**src/rtl/rgmii_pkg.sv**
```systemverilog
// rgmii_pkg: shared states and line constants for the RGMII transmit sequencer
package rgmii_pkg;
  typedef enum logic [2:0] {IDLE, PRE, SFD, DATA, DROP, PAD, IFG} state_t;
  localparam logic [7:0] PREAMBLE_BYTE = 8'h55;
  localparam logic [7:0] SFD_BYTE = 8'hD5;
  localparam int TX_EN_BIT = 4;
  localparam int TX_ER_BIT = 4;
endpackage

```
**src/rtl/rgmii_ddr_encode.sv**
```systemverilog
// rgmii_ddr_encode: splits a byte plus TX_EN/TX_ER into rising and falling DDR words
module rgmii_ddr_encode
  import rgmii_pkg::*;
(
  input  logic [7:0] data,
  input  logic       en,
  input  logic       er,
  output logic [4:0] d1,
  output logic [4:0] d2
);
  // low nibble with TX_EN on the rising edge, high nibble with TX_EN^TX_ER on the falling edge
  always_comb begin
    d1 = {1'b0, data[3:0]};
    d1[TX_EN_BIT] = en;
    d2 = {1'b0, data[7:4]};
    d2[TX_ER_BIT] = en ^ er;
  end
endmodule

```
**src/rtl/rgmii_tx_sequencer.sv**
```systemverilog
// rgmii_tx_sequencer: frames a byte stream with preamble, padding, underflow error and IFG for RGMII TX
module rgmii_tx_sequencer
  import rgmii_pkg::*;
#(
  parameter int PREAMBLE_BYTES  = 7,
  parameter int MIN_FRAME_BYTES = 60,
  parameter int IFG_BYTES       = 12,
  parameter int CNT_WIDTH       = 11
) (
  input  logic       clock,
  input  logic       reset,
  input  logic [7:0] s_data,
  input  logic       s_valid,
  input  logic       s_last,
  output logic       s_ready,
  output logic [4:0] tx_d1,
  output logic [4:0] tx_d2,
  output logic       busy,
  output logic       frame_done,
  output logic       underflow
);
  localparam logic [CNT_WIDTH-1:0] PRE_LAST = CNT_WIDTH'(PREAMBLE_BYTES - 1);
  localparam logic [CNT_WIDTH-1:0] MIN_LEN  = CNT_WIDTH'(MIN_FRAME_BYTES);
  localparam logic [CNT_WIDTH-1:0] IFG_LAST = CNT_WIDTH'(IFG_BYTES - 1);

  state_t state, state_n;
  logic [CNT_WIDTH-1:0] cnt, cnt_n, cnt_inc;
  logic [7:0] byte_n;
  logic en_n, er_n;
  logic [4:0] d1_n, d2_n;

  assign cnt_inc = &cnt ? cnt : cnt + 1'b1;
  assign s_ready = state == DATA || state == DROP;
  assign busy = state != IDLE;

  // next state, counter and the byte/control presented to the encoder this cycle
  always_comb begin
    state_n = state;
    cnt_n = cnt;
    byte_n = 8'h00;
    en_n = 1'b0;
    er_n = 1'b0;
    case (state)
      IDLE: begin
        state_n = s_valid ? PRE : IDLE;
        cnt_n = '0;
      end
      PRE: begin
        byte_n = PREAMBLE_BYTE;
        en_n = 1'b1;
        state_n = cnt == PRE_LAST ? SFD : PRE;
        cnt_n = cnt == PRE_LAST ? '0 : cnt_inc;
      end
      SFD: begin
        byte_n = SFD_BYTE;
        en_n = 1'b1;
        state_n = DATA;
        cnt_n = '0;
      end
      DATA: begin
        en_n = 1'b1;
        er_n = !s_valid;
        byte_n = s_valid ? s_data : 8'h00;
        if (!s_valid) state_n = DROP;
        else if (s_last) begin
          state_n = cnt_inc < MIN_LEN ? PAD : IFG;
          cnt_n = cnt_inc < MIN_LEN ? cnt_inc : '0;
        end else cnt_n = cnt_inc;
      end
      DROP: begin
        state_n = s_valid && s_last ? IFG : DROP;
        cnt_n = '0;
      end
      PAD: begin
        en_n = 1'b1;
        state_n = cnt_inc >= MIN_LEN ? IFG : PAD;
        cnt_n = cnt_inc >= MIN_LEN ? '0 : cnt_inc;
      end
      IFG: begin
        state_n = cnt == IFG_LAST ? IDLE : IFG;
        cnt_n = cnt == IFG_LAST ? '0 : cnt_inc;
      end
      default: begin
        state_n = IDLE;
        cnt_n = '0;
      end
    endcase
  end

  rgmii_ddr_encode u_enc (
    .data(byte_n),
    .en  (en_n),
    .er  (er_n),
    .d1  (d1_n),
    .d2  (d2_n)
  );

  // state, counter and registered DDR words plus status pulses
  always_ff @(posedge clock) begin
    if (reset) begin
      state <= IDLE;
      cnt <= '0;
      tx_d1 <= '0;
      tx_d2 <= '0;
      frame_done <= 1'b0;
      underflow <= 1'b0;
    end else begin
      state <= state_n;
      cnt <= cnt_n;
      tx_d1 <= d1_n;
      tx_d2 <= d2_n;
      frame_done <= state_n == IFG && state != IFG;
      underflow <= state == DATA && !s_valid;
    end
  end
endmodule

```
**config.mk**
```make
export PLATFORM = sky130hd
export DESIGN_NAME = rgmii_tx_sequencer
export DESIGN_NICKNAME = d
export VERILOG_FILES = /design/src/rtl/rgmii_pkg.sv /design/src/rtl/rgmii_ddr_encode.sv /design/src/rtl/rgmii_tx_sequencer.sv
export SDC_FILE = /design/constraint.sdc
export NUM_CORES = 1
export LEC_CHECK = 0
export CORE_MARGIN = 3
export CORE_UTILIZATION = 31
export CTS_CLUSTER_SIZE = 16
export DETAILED_ROUTE_END_ITERATION = 10
export PLACE_DENSITY_LB_ADDON = 0.12
export SYNTH_ARGS = -nofsm -noshare
export SYNTH_HDL_FRONTEND = slang
export SYNTH_HIERARCHICAL = 1
export SYNTH_SLANG_ARGS = --single-unit
```
**constraint.sdc**
```tcl
create_clock -name clock -period 2.6 [get_ports clock]
set_input_delay 0.39 -clock clock [delete_from_list [all_inputs] [get_ports clock]]
set_output_delay 0.39 -clock clock [all_outputs]
set_load 0.01 [all_outputs]
```
==> impl_metrics.py <==
metrics = {
    "worst_setup_path": {
        "worst_ep_required_time_ns": 2.82,
        "crit_slowest_cell": "dfxtp_1",
        "path_buf_inv": 1,
        "cp_data_arrival_time_ns": 2.56,
        "crit_chain": "ha_1 -> and3_2 -> and4b_1 -> o21a_2 -> nand4_2 -> a221oi_4 -> buf_4 -> a31oi_1 -> nor2_1",
        "critPathTopFamily": "simple AND/OR/NAND/NOR gates",
        "critPathKind": "reg2reg",
        "slowest_delay_ns": 0.45,
        "end_kind": "flop",
        "cp-start-kind": "flop",
        "worst-r2r-setup-slack_ns": 0.25,
        "cp_max_fo": 13,
    },
    "min_path": {
        "hold_class": "reg2reg",
    },
    "synthesis": {
        "syn-cell-area_um2": 1558,
        "yosysUniqueCellTypes": 47,
        "synth.avg_cell_area_um2": 8.071,
        "synth_common_cells": "dfxtp_1 (26), nor2_1 (20), nand2_1 (18), a21oi_1 (14), buf_4 (14)",
        "synth_nets": 207,
        "synth_edf_count": 0,
        "ys.flop_type": "dfxtp_1",
        "yosys_warnings": 6,
        "synth_area_leader_cell": "dfxtp_1",
        "syn_inst": 193,
        "yosysTopAreaCellShare_pct": 33.41,
        "synth.area.top_cells": "dfxtp_1 (33%), buf_4 (6.7%), nor2b_1 (5.2%)",
        "synth_seq_cells": 26,
        "synth.most_common_cell": "dfxtp_1",
        "async_flop_share_pct": 0,
        "yosysSeqAreaShare_pct": 33.41,
    },
    "drt": {
        "drcViolationCount": 0,
        "via_count": 1366,
        "wl_um": 3385,
        "routedWlPerCell_um": 12.22,
        "drt_pass1_iterations": 5,
        "drtIter0Drc": 76,
        "avgViaCountPerCell": 4.931,
        "ant_nets": 0,
    },
    "finish": {
        "fin_cells": 277,
        "drive_gt1_share_pct": 14.76,
        "final_area_um2": 1861,
        "area_growth_pct": 19.44,
        "nNetsFinal": 225,
        "n_antenna_cell": 0,
    },
    "timing": {
        "period_needed_ns": 2.347,
        "tightest_slew_ns": 0.4351,
        "max_freq_ghz": 0.4261,
        "skew_ns": 0.002418,
        "hold_viol": 0,
        "setup_tns_ns": 0,
        "rsz0062_at_grt": "no",
        "fin_crit_sh_pct": 90.26,
        "setup_slack_ns": 0.2532,
        "drv_slew": 0,
        "setup_violations": 0,
        "slew_headroom_pct": 70.75,
    },
    "global_routing": {
        "antenna_found_initial": 0,
        "busiest_layer": "met2",
        "grtUsageMet2_pct": 20.47,
        "grtUsageMet3_pct": 4.108,
        "track_usage_pct": 11.79,
        "met1_usage_pct": 13.72,
        "grt_remaining_overflow": 0,
        "grt_max_degree": 16,
        "grt_pass1_vias": 1303,
        "grt_pass1_wl_um": 5768,
    },
    "clock_network": {
        "postCtsHoldBufs": 0,
        "cts.sinks": 26,
        "clk_latency_ns": 0.27,
        "cts_tree": "yes",
        "htree_levels": 1,
        "cts_resized": 0,
        "cts_max_path_buffers": 2,
        "clkTransAtPathRegs_ns": 0.09,
        "post_cts_buffers": 0,
        "clockRootBuffer": "clkbuf_8",
        "cts_buffers": 3,
    },
    "power_and_ir_drop": {
        "leakage_nw": 0.6873,
        "peakVddDrop_mv": 0.2088,
        "power_density_nw_per_um2": 402.6,
    },
    "floorplanning": {
        "coreArea_um2": 4786,
        "initial_core_util_pct": 32.55,
        "rows": 25,
        "ios": 26,
        "die-area_um2": 5911,
        "die_y_um": 76.89,
        "die_width_um": 76.89,
    },
    "place": {
        "place_hpwl_um": 2633,
        "dp_cells": 273,
        "placed_area_um2": 1805,
        "dp_slack_ns": 0.2800,
        "port_buffers": 25,
        "gp_congestion": 0.8639,
    },
    "run": {
        "maxCapViolCount": 0,
    },
    "outcome": {
        "status": "finished clean",
    },
}
tightest hold or removal path: cells and delay by family, from the launching register on:
kind	cells	cell delay [ns]
flops	1	0.35
compound gates	1	0.05
simple gates	1	0.07
path summary, 6_finish.rpt:
path / cells after the start / start / to
setup / recovery: 9 / cnt[1]$_SDFFE_PP0N_ / cnt[10]$_SDFFE_PP0N_
setup reg to reg: 9 / cnt[1]$_SDFFE_PP0N_ / cnt[10]$_SDFFE_PP0N_
hold / removal: 2 / cnt[5]$_SDFFE_PP0N_ / cnt[5]$_SDFFE_PP0N_
hold reg to reg: 2 / cnt[5]$_SDFFE_PP0N_ / cnt[5]$_SDFFE_PP0N_
through the flow:
step | hold WS (ns) | total power [mW] | util [%]
6_report | 0.5060 | 0.7490 | 38.88
5_1_grt | 0.5345 | 0.7803 | 38.88
4_1_cts | 0.5163 | 0.7604 | 38.88
3_5_place_dp | 0.4917 | 0.4931 | 37.73
3_3_place_gp | 0.4824 | 0.4925 | 37.73
2_1_floorplan | 0.4522 | 0.4622 | -
power by group:
part	switching (mW)	internal, mW
registers	0.00568	0.405
logic	0.0308	0.0424
clock network	0.130	0.136
layout by cell type (no fill, tap or decap), types with 2 or more instances in the layout:
cell type        instances
o21ai_0                  9
ha_1                     2
a21oi_1                 14
nand2b_1                 3
nor4_2                   2
and3_1                   3
nor2b_1                 13
and3_2                   3
and3b_1                  2
clkbuf_8                 4
inv_1                    6
dfxtp_1                 26
and2b_2                  2
nand3_1                 10
nor3_1                   4
a211oi_1                 2
nor2_1                  20
buf_4                    7
nand2_1                 18
a31oi_1                  5
clkdlybuf4s50_1         25
o21ai_1                  5
final cells by class:
type,instances,area (um2)
clock buffer,4,55.05
inverter,6,22.52
fill,501,2925
sequential,26,520.5
timing repair buffer,32,302.8
tap,67,83.83
multi-input combinational,142,875.8
sequential cells by signal (all words and copies together), names as in the netlist:
register,cells
cnt,11
underflow,1
frame_done,1
tx_d1,5
tx_d2,5
state,3
cell families after synthesis:
group	Yosys count	synth area share [%]
AO/OA/AOI/OAI	48	21.69
XOR/XNOR	1	0.5624
adder cells (fa/ha/maj)	2	1.606
buffers and inverters	25	10.36
flip-flops	26	33.41
AND/OR/NAND/NOR	91	32.37
metal layers:
metal,routed length [um],vias up,part of all wire (%)
li1,-,693,-
met1,1476,630,44
met2,1664,39,49
met3,222,4,6.6
met4,21,0,0.62
met5,0,-,0
Note: power is estimated with default switching activity, not from simulation.
